File: config.mk
export PLATFORM = sky130hd
export DESIGN_NAME = tile_write_scheduler_flat
export DESIGN_NICKNAME = d
export VERILOG_FILES = /design/src/rtl/tile_write_scheduler_pkg.sv /design/src/rtl/tile_write_scheduler_if.sv /design/src/rtl/tile_write_scheduler_rr_arbiter2.sv /design/src/rtl/tile_write_scheduler.sv /design/src/flat_wrapper.sv
export SDC_FILE = /design/constraint.sdc
export NUM_CORES = 1
export LEC_CHECK = 0
export BUFFER_PORTS_ARGS = -buffer_cell sky130_fd_sc_hd__buf_2
export CAP_MARGIN = 20
export CORE_ASPECT_RATIO = 0.7
export CORE_UTILIZATION = 40
export CTS_CLUSTER_SIZE = 8
export DETAILED_ROUTE_END_ITERATION = 12
export GPL_ROUTABILITY_DRIVEN = 0
export PLACE_DENSITY = 0.71
export SLEW_MARGIN = 20
export SYNTH_ARGS = -nofsm -noshare
export SYNTH_HDL_FRONTEND = slang
export SYNTH_HIERARCHICAL = 1
export SYNTH_SLANG_ARGS = --single-unit
export TNS_END_PERCENT = 100
File: constraint.sdc
create_clock -name clk -period 4.7 [get_ports clk]
set_input_delay 0.47 -clock clk [delete_from_list [all_inputs] [get_ports clk]]
set_output_delay 0.47 -clock clk [all_outputs]
set_load 0.02 [all_outputs]
File: src/rtl/tile_write_scheduler_pkg.sv
// Shared definitions for the ping-pong tile frame buffer: geometry, scheduler
// states and the pixel-to-tile address helper used by the buffer controller too.
package tile_fb_pkg;

  localparam int TILES  = 320;
  localparam int ADDR_W = 10;
  localparam int DATA_W = 8;

  localparam logic [ADDR_W-1:0] TILE_LIMIT = ADDR_W'(TILES);
  localparam logic [ADDR_W-1:0] LAST_TILE  = ADDR_W'(TILES - 1);

  typedef enum logic [1:0] {IDLE, CLEAR, ARB} schedState_t;

  // 40x24-pixel tiles, 16 tiles per row.
  function automatic logic [ADDR_W-1:0] tileAddr(input logic [9:0] h, input logic [9:0] v);
    return (h / 10'd40) + ((v / 10'd24) * 10'd16);
  endfunction

  function automatic logic tileInRange(input logic [ADDR_W-1:0] addr);
    return addr < TILE_LIMIT;
  endfunction

endpackage

File: src/rtl/tile_write_scheduler_if.sv
// Control, requester handshake and buffer write bus of the tile write scheduler.
interface tile_write_scheduler_if;
  import tile_fb_pkg::*;

  logic              frame_start;
  logic              clear_en;
  logic [DATA_W-1:0] bg_color;
  logic              req_a;
  logic              req_b;
  logic [ADDR_W-1:0] addr_a;
  logic [ADDR_W-1:0] addr_b;
  logic [DATA_W-1:0] data_a;
  logic [DATA_W-1:0] data_b;
  logic              ack_a;
  logic              ack_b;
  logic              wr_en;
  logic [ADDR_W-1:0] wr_addr;
  logic [DATA_W-1:0] wr_data;
  logic              frame_ready;
  logic              overrun;
  logic              addr_err;

  modport master (
    output frame_start, clear_en, bg_color, req_a, req_b, addr_a, addr_b, data_a, data_b,
    input  ack_a, ack_b, wr_en, wr_addr, wr_data, frame_ready, overrun, addr_err
  );

  modport slave (
    input  frame_start, clear_en, bg_color, req_a, req_b, addr_a, addr_b, data_a, data_b,
    output ack_a, ack_b, wr_en, wr_addr, wr_data, frame_ready, overrun, addr_err
  );

endinterface

File: src/rtl/tile_write_scheduler_rr_arbiter2.sv
// Two-input round-robin arbiter: combinational grant over an eligibility mask,
// pointer remembers the last winner and moves only when a grant is issued.
module rr_arbiter2 (
  input  logic       clk,
  input  logic       reset,
  input  logic       enable,
  input  logic [1:0] eligible,
  output logic [1:0] grant
);

  logic lastB;

  always_comb begin
    grant = 2'b00;
    if (enable) begin
      if (eligible == 2'b11) grant = lastB ? 2'b01 : 2'b10;
      else                   grant = eligible;
    end
  end

  always_ff @(posedge clk) begin
    if (reset) begin
      lastB <= 1'b1;
    end else if (grant != 2'b00) begin
      lastB <= grant[1];
    end
  end

endmodule

File: src/rtl/tile_write_scheduler.sv
// Owns the frame-buffer write port: optionally clears the fresh buffer after
// each swap, then serves two tile-drawing requesters round-robin.
module tile_write_scheduler
  import tile_fb_pkg::*;
(
  input logic clk,
  input logic reset,
  tile_write_scheduler_if.slave bus
);

  schedState_t       state;
  logic [ADDR_W-1:0] clearCnt;
  logic [1:0]        eligible;
  logic [1:0]        grant;
  logic              arbEnable;
  logic [ADDR_W-1:0] grantAddr;
  logic [DATA_W-1:0] grantData;

  // A requester whose ack is showing this cycle is still holding the consumed request.
  assign eligible  = {bus.req_b & ~bus.ack_b, bus.req_a & ~bus.ack_a};
  assign arbEnable = (state == ARB) && !bus.frame_start;
  assign grantAddr = grant[1] ? bus.addr_b : bus.addr_a;
  assign grantData = grant[1] ? bus.data_b : bus.data_a;

  rr_arbiter2 arbiter (
    .clk      (clk),
    .reset    (reset),
    .enable   (arbEnable),
    .eligible (eligible),
    .grant    (grant)
  );

  always_ff @(posedge clk) begin
    if (reset) begin
      state           <= IDLE;
      clearCnt        <= '0;
      bus.ack_a       <= 1'b0;
      bus.ack_b       <= 1'b0;
      bus.wr_en       <= 1'b0;
      bus.wr_addr     <= '0;
      bus.wr_data     <= '0;
      bus.frame_ready <= 1'b0;
      bus.overrun     <= 1'b0;
      bus.addr_err    <= 1'b0;
    end else begin
      bus.ack_a <= 1'b0;
      bus.ack_b <= 1'b0;
      bus.wr_en <= 1'b0;
      if (bus.frame_start) begin
        if (state == CLEAR) bus.overrun <= 1'b1;
        // A swap always (re)starts the clear with the address-0 write on this same edge.
        if (state == CLEAR || bus.clear_en) begin
          state           <= CLEAR;
          bus.frame_ready <= 1'b0;
          clearCnt        <= ADDR_W'(1);
          bus.wr_en       <= 1'b1;
          bus.wr_addr     <= '0;
          bus.wr_data     <= bus.bg_color;
        end else begin
          state           <= ARB;
          bus.frame_ready <= 1'b1;
        end
      end else begin
        unique case (state)
          IDLE: begin
          end
          CLEAR: begin
            bus.wr_en   <= 1'b1;
            bus.wr_addr <= clearCnt;
            bus.wr_data <= bus.bg_color;
            if (clearCnt == LAST_TILE) begin
              state           <= ARB;
              bus.frame_ready <= 1'b1;
              clearCnt        <= '0;
            end else begin
              clearCnt <= clearCnt + ADDR_W'(1);
            end
          end
          ARB: begin
            if (grant != 2'b00) begin
              bus.ack_a   <= grant[0];
              bus.ack_b   <= grant[1];
              bus.wr_addr <= grantAddr;
              bus.wr_data <= grantData;
              bus.wr_en   <= tileInRange(grantAddr);
              if (!tileInRange(grantAddr)) bus.addr_err <= 1'b1;
            end
          end
          default: begin
            state           <= IDLE;
            bus.frame_ready <= 1'b0;
          end
        endcase
      end
    end
  end

endmodule

File: src/flat_wrapper.sv
// flat-port wrapper written by rule: the top's interface ports become plain ports
module tile_write_scheduler_flat import tile_fb_pkg::*;
  (clk, reset, bus_frame_start, bus_clear_en, bus_bg_color, bus_req_a, bus_req_b, bus_addr_a, bus_addr_b, bus_data_a, bus_data_b, bus_ack_a, bus_ack_b, bus_wr_en, bus_wr_addr, bus_wr_data, bus_frame_ready, bus_overrun, bus_addr_err);
  tile_write_scheduler_if bus_i ();
  input logic clk;
  input logic reset;
  input wire logic [$bits(bus_i.frame_start)-1:0] bus_frame_start;
  input wire logic [$bits(bus_i.clear_en)-1:0] bus_clear_en;
  input wire logic [$bits(bus_i.bg_color)-1:0] bus_bg_color;
  input wire logic [$bits(bus_i.req_a)-1:0] bus_req_a;
  input wire logic [$bits(bus_i.req_b)-1:0] bus_req_b;
  input wire logic [$bits(bus_i.addr_a)-1:0] bus_addr_a;
  input wire logic [$bits(bus_i.addr_b)-1:0] bus_addr_b;
  input wire logic [$bits(bus_i.data_a)-1:0] bus_data_a;
  input wire logic [$bits(bus_i.data_b)-1:0] bus_data_b;
  output wire logic [$bits(bus_i.ack_a)-1:0] bus_ack_a;
  output wire logic [$bits(bus_i.ack_b)-1:0] bus_ack_b;
  output wire logic [$bits(bus_i.wr_en)-1:0] bus_wr_en;
  output wire logic [$bits(bus_i.wr_addr)-1:0] bus_wr_addr;
  output wire logic [$bits(bus_i.wr_data)-1:0] bus_wr_data;
  output wire logic [$bits(bus_i.frame_ready)-1:0] bus_frame_ready;
  output wire logic [$bits(bus_i.overrun)-1:0] bus_overrun;
  output wire logic [$bits(bus_i.addr_err)-1:0] bus_addr_err;
  assign bus_i.frame_start = bus_frame_start;
  assign bus_i.clear_en = bus_clear_en;
  assign bus_i.bg_color = bus_bg_color;
  assign bus_i.req_a = bus_req_a;
  assign bus_i.req_b = bus_req_b;
  assign bus_i.addr_a = bus_addr_a;
  assign bus_i.addr_b = bus_addr_b;
  assign bus_i.data_a = bus_data_a;
  assign bus_i.data_b = bus_data_b;
  assign bus_ack_a = bus_i.ack_a;
  assign bus_ack_b = bus_i.ack_b;
  assign bus_wr_en = bus_i.wr_en;
  assign bus_wr_addr = bus_i.wr_addr;
  assign bus_wr_data = bus_i.wr_data;
  assign bus_frame_ready = bus_i.frame_ready;
  assign bus_overrun = bus_i.overrun;
  assign bus_addr_err = bus_i.addr_err;
  tile_write_scheduler u_core (.clk(clk), .reset(reset), .bus(bus_i));
endmodule
== Yosys cells after proc, flatten, opt, wreduce, memory -nomap -nowiden ==
Cells that the tools add are included.

* Bits of input ports: 50
* Bits in latches: 0
* ROM bits: 0
* Bits in registers: 37
* Output and inout port bits: 24
* RAM bits: 0
* Logic and storage cells: 72
* Memories: 0

* Add/subtract/negate cells: 1
* $mul: 0
* Reduce and logical (&&, ||, !) cells: 14
* Shifts and indexed selects: 0
* Div/mod/pow operators: 0
* Mux-type cells: 29
* $lt $le $gt $ge: 1
* Bitwise logic cells: 8
* Equality and inequality tests: 8

{| class="wikitable"
|+ Operators with widths
! operator !! count
|-
| 10-bit two-way mux || 8
|-
| 8-bit two-way mux || 4
|-
| 10-bit case mux with 2 select lines || 1
|-
| 8-bit case mux with 2 select lines || 1
|-
| 2-bit two-way mux || 6
|-
| 10-bit by 1-bit adder with 10-bit output (second input constant) || 1
|-
| 10-bit by 9-bit == test with 1-bit output (second input constant) || 1
|-
| 10-bit by 9-bit less-than comparator with 1-bit output (second input constant) || 1
|-
| 1-bit two-way mux || 6
|-
| 3-bit != test (second input constant) || 2
|-
| 1-bit NOT || 6
|-
| 2-bit AND reduction || 3
|-
| 2-bit == test (second input constant) || 2
|-
| 2-bit by 1-bit != test with 1-bit output (second input constant) || 2
|-
| 1-bit case mux with 2 select lines || 2
|-
| 2-bit case mux with 2 select lines || 1
|-
| 4-bit AND reduction || 1
|-
| 2-bit nonzero test || 2
|-
| 4-bit OR reduction || 1
|-
| 3-bit AND reduction || 1
|-
| 3-bit nonzero test || 1
|-
| 1-bit AND || 2
|-
| 2-bit by 1-bit == test with 1-bit output (second input constant) || 1
|-
| 2-bit zero test || 1
|-
| 4 further kinds || 4
|}

== Depth between registers and ports, before layout ==
Gate-level depths: netlist of run 1.

* Depth after elaboration: 10
* Mapped depth: 13
* Gate-level depth less buffers: 10

== Modules after synthesis ==
The synthesis of run 1 kept the hierarchy.

{| class="wikitable"
|+ By module, submodules not included
! module !! instances !! area an instance (sq um) !! seq. area each (sq um) !! cells each
|-
| tile_write_scheduler || 1 || 1,885.6 || 700.7 || 218
|-
| rr_arbiter2 || 1 || 58.8 || 20.0 || 8
|}

== Worst setup path after synthesis of run 1 ==
No wires, ideal clock.

* Path kind: register to register
* Start point: reg, netlist name u_core/bus.frame_ready
* End point: reg u_core.bus.wr_data[3]
* Slack: 2.300 ns
* Arrival: 2.257 ns
* Clock period less this slack: 2.400 ns
* Library setup time: 0.142 ns
* Required time: 4.558 ns
* Stages on the path, launching flop included: 13
* Buffers on the path: 3
* Cell sequence: dfxtp_1 -> ha_1 -> nand2b_1 -> clkinv_1 -> buf_2 -> nand2_1 -> a21oi_1 -> buf_4 -> buf_4 -> mux2i_1 -> nand2_1 -> o211ai_1 -> a21oi_1

{| class="wikitable"
|+ RTL lines
! item !! RTL line !! RTL
|-
| end signal: assignment || tile_write_scheduler.sv:58 || <nowiki>bus.wr_data <= bus.bg_color;</nowiki>
|-
| end signal: assignment || tile_write_scheduler.sv:70 || <nowiki>bus.wr_data <= bus.bg_color;</nowiki>
|-
| end signal: assignment || tile_write_scheduler.sv:84 || <nowiki>bus.wr_data <= grantData;</nowiki>
|-
| end: declaration || tile_write_scheduler_if.sv:30 || <nowiki>output ack_a, ack_b, wr_en, wr_addr, wr_data, frame_ready, overrun, addr_err</nowiki>
|}

== Final worst setup path of run 1 ==
* Start point: reg u_core.state[0]
* End point: reg u_core.bus.wr_data[7]

* Elaborated cells between the ends (all ways): 14
* Those cells by class: eq/ne (4); mux (5); reduce/logical (5)

{| class="wikitable"
|+ RTL lines
! item !! RTL line !! RTL
|-
| start: declaration || tile_write_scheduler.sv:11 || <nowiki>schedState_t state;</nowiki>
|-
| start signal: assignment || tile_write_scheduler.sv:35 || <nowiki>state <= IDLE;</nowiki>
|-
| start signal: assignment || tile_write_scheduler.sv:53 || <nowiki>state <= CLEAR;</nowiki>
|-
| start signal: assignment || tile_write_scheduler.sv:60 || <nowiki>state <= ARB;</nowiki>
|-
| 2-bit == test || tile_write_scheduler.sv:21 || <nowiki>assign arbEnable = (state == ARB) && !bus.frame_start;</nowiki>
|-
| 1-bit logical AND || tile_write_scheduler.sv:21 ||
|-
| 2-bit two-way mux || tile_write_scheduler_rr_arbiter2.sv:15 || <nowiki>if (enable) begin</nowiki>
|-
| net u_core.grant[0] || tile_write_scheduler.sv:14 || <nowiki>logic [1:0] grant;</nowiki>
|-
| 2-bit nonzero test || tile_write_scheduler.sv:80 || <nowiki>if (grant != 2'b00) begin</nowiki>
|-
| 3-bit != test (no source line) || n/a ||
|-
| 3-bit AND reduction (no source line) || n/a ||
|}

The timed path passes the listed nets, and every way through them passes these cells. The select of a mux whose other input is x is not followed.
A chain may end at the register's enable or synchronous reset.

==> results.toml, run 1 <==
[status]
outcome = "complete, no violations"

[logic_synthesis]
synth_area_leaders = "dfxtp_1 (37%), mux2i_1 (9.3%), nand2_1 (5.0%), a21oi_1 (4.6%), o21ai_0 (4.6%)"
synth_top_family_by_area = "compound AO/OA/AOI/OAI gates"
yosys.area_share.simple = 0.199
netlist_area_sq_um = 1940
synthMuxAreaShare = 0.0927
synth_compound_area_frac = 0.252
postSynthCellCount = 226
ys_seq_area_frac = 0.371
ys_types = 44
ys_seq_elements = 36
async_reset_ff_frac = 0
synth-xor-area-share = 0.00450
syn_nets = 279
yosysTopAreaCellShare = 0.371
synth.most_common_cell = "dfxtp_1"
synth_adder_area_share = 0.0193
yosysTopAreaCell = "dfxtp_1"
avgSynthCellArea_sq_um = 8.60
synth_edf_count = 0
synth_common_cells = "dfxtp_1 (36), nand2_1 (26), a21oi_1 (18), mux2i_1 (18), o21ai_0 (18)"
synth_warnings = 6
ys.flop_type = "dfxtp_1"

[power_and_ir_drop]
p_leak_nw = 0.954
ir_worst_vdd_uv = 105
power.density_nw_per_um2 = 269
power_uw = 643

[setup_path]
crit_path_max_fanout = 23
reg2reg_setup_slack_ns = 1.44
worstSetupPathType = "flip-flop to flip-flop"
critPathRequiredTime_ns = 4.91
crit_path_max_incr_delay_ns = 0.78
cpMostUsedCell = "a21oi_1"
cp.arrival_ns = 3.47
cp-start-kind = "flip-flop"
r2r_cells = 10
slowest_stage = "a31oi_2"
reg2reg_to = "u_core/bus.wr_data[7]$_SDFFE_PP0P_"
cp_cell_sequence = "inv_1 > ha_1 > nand2b_1 > clkinv_1 > nand2_1 > a21oi_1 > o21ai_0 > a31oi_2 > o211ai_1 > a21oi_1"
end_kind = "flip-flop"
reg2reg_from = "u_core/state[0]$_SDFFE_PP0P_"

[sta]
max-slew-margin-rel = 0.429
worst_pin_slew_ns = 0.854
rsz0062_at_grt = "no"
fin_crit_ns = 3.26
whs_ns = 0.464
hold_violations = 0
setup-tns-final_ns = 0
fin_crit_sh = 0.693
fmax_mhz = 307
drv_slew = 0
setup_viol = 0
worst_slack_ns = 1.44
clock_skew_ns = 0.00255

[detailed_routing]
wl_met3_um = 316
wl_per_cell_um = 14.0
highest_layer = "met4"
wl_met1_um = 2470
wl_um = 4860
routed-wl-met2_um = 2030
drt_iter0_drc = 128
detail_route.drc_violations = 0
vias_per_cell = 5.50
vias = 1913
drt_pre_antenna_iters = 4
ant_nets = 0

[clock_network]
cts-root-buf = "clkbuf_8"
post_cts_buffers = 0
clk_pin_slew_worst_paths_ns = 0.07
tritoncts = "yes"
cts_buffers = 5
htreeDepth = 2
clock_latency_ns = 0.28
cts_num_sinks = 36
clock_path_buffers = 2
cts_resized = 0
cts_hold_buf = 0

[die]
ioPinCount = 74
core_sq_um = 4500
fp.dieW_um = 85.3
die_area_sq_um = 5150
initial_core_util = 0.432
rows = 20
fp.dieH_um = 60.3

[placement]
dp.cells = 340
place_hpwl_um = 3590
portBuffers = 73
placed_area_sq_um = 2300
dp_slack_ns = 1.48

[layout]
drive_above_1_share = 0.294
num-fill-cells = 428
diodes = 0
postLayoutCellArea_sq_um = 2390
fin_util = 0.531
synthToLayoutAreaGrowth_pct = 22.9
instances_no_fill = 348
nNetsFinal = 345

[global_route]
grt_first_pass_wirelength_um = 7560
grt_overflow = 0
grt_max_degree = 25
grt_usage = 0.189
grt_pass1_vias = 1655
antenna_found_initial = 0

[hold_path]
hp-start = "u_core/bus.wr_addr[8]$_SDFFE_PP0P_"
hp-class = "flip-flop to flip-flop"
min_to = "u_core/bus.wr_addr[8]$_SDFFE_PP0P_"
hold-path-cell-count = 1

[job]
max_cap_viol_count = 0
[layer usage]
layer,vias up,global-route usage
met3,4,0.0476
met2,74,0.302
met1,886,0.258
met5,-,0
li1,949,-
met4,0,0.0595
[worst max path at each step]
stage                                                    from                            endpoint  slack, ns  cells past startpoint
final                            u_core/state[0]$_SDFFE_PP0P_  u_core/bus.wr_data[7]$_SDFFE_PP0P_       1.44                     10
after global routing             u_core/state[0]$_SDFFE_PP0P_  u_core/bus.wr_data[6]$_SDFFE_PP0P_       1.09                     10
after CTS                        u_core/state[0]$_SDFFE_PP0P_  u_core/bus.wr_data[7]$_SDFFE_PP0P_       1.47                     10
after detailed placement         u_core/state[0]$_SDFFE_PP0P_  u_core/bus.wr_data[7]$_SDFFE_PP0P_       1.48                     10
after global placement           u_core/state[0]$_SDFFE_PP0P_  u_core/bus.wr_data[6]$_SDFFE_PP0P_       1.71                     10
after floorplan           u_core/bus.frame_ready$_SDFFE_PP0P_  u_core/bus.wr_data[3]$_SDFFE_PP0P_       2.30                     12
[cells in the final DEF (no fill, tap or decap), types with 2 or more instances in the layout]
master / instances
nor2_1: 11
a211o_1: 2
nor3b_1: 3
inv_1: 7
nand2_1: 26
nand4_1: 4
o211ai_1: 8
or3_1: 3
mux2i_1: 18
clkbuf_1: 2
a311oi_1: 2
nand2b_1: 11
nor3_1: 2
a31oi_1: 2
ha_1: 3
clkbuf_8: 6
nor2b_1: 3
o2bb2ai_1: 10
a21oi_1: 17
o21ai_0: 18
o21ai_1: 2
dfxtp_1: 36
nand3_1: 4
buf_2: 73
[power by group]
part / internal (mW) / leakage [nW] / switching, mW
sequential: 0.314 / 0.292 / 0.00645
combinational: 0.0414 / 0.616 / 0.0558
clock: 0.120 / 0.0455 / 0.106
[worst max-delay path: cells and delay by family (launching register included)]
kind                       cells  cell delay, ns
AOI/OAI and AO/OA              5            1.55
adders and majority gates      1            0.55
DFF                            1            0.35
and+or+nand+nor                2            0.33
buffers and inverters          2            0.39
[cell families (layout without fill, tap and decap cells)]
group,Yosys count,in the layout
buffers and inverters,23,90
AOI/OAI and AO/OA,72,72
and+or+nand+nor,73,73
DFF,36,36
adders and majority gates,3,3
xor gates and xnor gates,1,1
muxes,18,18
[sequential cells by signal (all words and copies together) (netlist names)]
| register | flops |
|---|---|
| u_core/bus.wr_data | 8 |
| u_core/bus.overrun | 1 |
| u_core/arbiter/lastB | 1 |
| u_core/bus.ack_b | 1 |
| u_core/bus.wr_addr | 10 |
| u_core/bus.ack_a | 1 |
| u_core/state | 1 |
| u_core/bus.wr_en | 1 |
| u_core/bus.addr_err | 1 |
| u_core/bus.frame_ready | 1 |
| u_core/clearCnt | 10 |
[final cells by class]
cell class,count,area (sq um),area share
tap,55,68.8,0.0288
sequential,36,721,0.302
inverter,8,30.0,0.0126
multi-input combinational,167,1110,0.463
timing repair buffer,74,373,0.156
clock buffer,8,90.1,0.0377
No activity file was read; power rests on OpenSTA's default activity.
==> run 2, diff against run 1 <==
clock period = 3.05 ns   (was 4.7 ns; I/O delays follow)
==> results.toml, run 2 (synthesis gave the netlist of run 1 again) <==
[clock_network]
cts_hold_buf = 0
clock_path_buffers = 2
post_cts_buffers = 0
cts_resized = 0
tritoncts = "yes"
cts_num_sinks = 36
cts_buffers = 5
clk_pin_slew_worst_paths_ns = 0.07
htreeDepth = 2
cts-root-buf = "clkbuf_8"
clock_latency_ns = 0.28

[layout]
nNetsFinal = 347
diodes = 0
final_cell_mix = "buf_2 (73), dfxtp_1 (36), nand2_1 (26), o21ai_0 (18), mux2i_1 (18)"
postLayoutCellArea_sq_um = 2390
instances_no_fill = 349
layout_commonest_cell = "buf_2"
ff_latch_area_sq_um = 721
synthToLayoutAreaGrowth_pct = 23.0
drive_above_1_share = 0.299
multi_input_area_sq_um = 1110
largestRegisters = "u_core/bus.wr_addr: 10 flops, u_core/clearCnt: 10 flops, u_core/bus.wr_data: 8 flops"
num-fill-cells = 439

[power_and_ir_drop]
power.density_nw_per_um2 = 399
p_leak_nw = 0.960
ir_worst_vdd_uv = 169

[hold_path]
hp-class = "input port to flip-flop"
min_to = "u_core/bus.wr_data[1]$_SDFFE_PP0P_"
hp-start = "bus_bg_color[1]"
hold-path-cell-count = 3

[global_route]
grt_pass1_vias = 1648
antenna_found_initial = 0
grt_first_pass_wirelength_um = 7560
grt_usage = 0.189
grt_max_degree = 25
grt_overflow = 0

[die]
fp.dieH_um = 60.3
rows = 20
fp.dieW_um = 85.3
ioPinCount = 74
die_area_sq_um = 5150
initial_core_util = 0.432
core_sq_um = 4500

[sta]
rsz0062_at_grt = "no"
clock_skew_ns = 0.00604
fin_crit_sh = 0.836
max-slew-margin-rel = 0.420
drv_slew = 0
setup-tns-final_ns = 0
hold_violations = 0
worst_pin_slew_ns = 0.867
fin_crit_ns = 2.55
fmax_mhz = 392
setup_viol = 0

[job]
max_cap_viol_count = 0

[setup_path]
worstSetupPathType = "flip-flop to flip-flop"
reg2reg_setup_slack_ns = 0.50
r2r_cells = 11
crit_family = "compound AO/OA/AOI/OAI gates"
cp-start-kind = "flip-flop"
crit_path_max_fanout = 18
cp.arrival_ns = 2.76
reg2reg_to = "u_core/bus.wr_data[2]$_SDFFE_PP0P_"
reg2reg_from = "u_core/state[0]$_SDFFE_PP0P_"
end_kind = "flip-flop"
crit_path_max_incr_delay_ns = 0.76
critical_path_buf_inv_count = 3
cp_cell_sequence = "inv_1 > ha_1 > nand2b_1 > clkinv_1 > buf_4 > nand2_1 > a21oi_2 > o21ai_0 > a31oi_2 > o211ai_1 > a21oi_1"
critPathRequiredTime_ns = 3.26
slowest_stage = "a31oi_2"

[status]
outcome = "complete, no violations"

[detailed_routing]
drt_iter0_drc = 115
vias = 1857
ant_nets = 0
detail_route.drc_violations = 0
wl_per_cell_um = 13.4
drt_pre_antenna_iters = 4
wl_um = 4690
vias_per_cell = 5.32

[placement]
place_hpwl_um = 3500
dp.cells = 342
placed_area_sq_um = 2310
portBuffers = 73
[run 2: cell types whose count changed in the layout (fill, tap and decap cells not counted), sizes merged]
cell / before / now
buf: 74 / 76
clkbuf: 8 / 6
clkinv: 1 / 2
[run 2: through the flow]
stage          hold WS [ns]  worst slack [ns]   util  power [mW]
5_1_grt               0.342             0.213  0.531        1.00
3_5_place_dp          0.444             0.522  0.514       0.653
3_3_place_gp          0.445             0.643  0.514       0.651
4_1_cts               0.324             0.512  0.531       0.963
2_1_floorplan         0.437             0.650      -       0.596
6_report              0.327             0.499  0.531       0.954
[run 2: cell type report]
class / count / area share
clock inverter: 1 / 0.00209
clock buffer: 6 / 0.0303
sequential: 36 / 0.301
inverter: 8 / 0.0126
timing repair buffer: 76 / 0.162
tap: 55 / 0.0288
multi-input combinational: 167 / 0.463
[run 2: worst register-to-register path, stage by stage, from the launching register on]
cell and delay [ns]:
dfxtp_1 0.35, inv_1 0.07, ha_1 0.16, nand2b_1 0.11
clkinv_1 0.08, buf_4 0.21, nand2_1 0.10, a21oi_2 0.14
o21ai_0 0.16, a31oi_2 0.76, o211ai_1 0.19, a21oi_1 0.16
[run 2: how the worst max path moves through the flow]
| stage | startpoint | endpoint | slack, ns | cells after the start |
|---|---|---|---|---|
| after floorplan | u_core/bus.frame_ready$_SDFFE_PP0P_ | u_core/bus.wr_data[3]$_SDFFE_PP0P_ | 0.65 | 12 |
| after global placement | bus_frame_start | u_core/bus.wr_data[2]$_SDFFE_PP0P_ | 0.64 | 10 |
| after detailed placement | bus_frame_start | u_core/bus.wr_data[2]$_SDFFE_PP0P_ | 0.52 | 10 |
| after CTS | u_core/state[0]$_SDFFE_PP0P_ | u_core/bus.wr_data[3]$_SDFFE_PP0P_ | 0.51 | 11 |
| after global routing | u_core/state[0]$_SDFFE_PP0P_ | u_core/bus.wr_data[6]$_SDFFE_PP0P_ | 0.21 | 11 |
| final | u_core/state[0]$_SDFFE_PP0P_ | u_core/bus.wr_data[2]$_SDFFE_PP0P_ | 0.50 | 11 |
[run 2: routing by layer]
layer	share of wire	global-route usage
met5	0	0
met4	0.0058	0.0643
met3	0.067	0.0558
met2	0.41	0.287
met1	0.52	0.260
[run 2: power breakdown]
group | total (mW) | internal (mW) | leakage [nW] | switching (mW)
sequential | 0.494 | 0.484 | 0.292 | 0.0101
combinational | 0.149 | 0.0650 | 0.627 | 0.0843
clock | 0.311 | 0.155 | 0.0410 | 0.156
total | 0.954 | 0.704 | 0.960 | 0.251
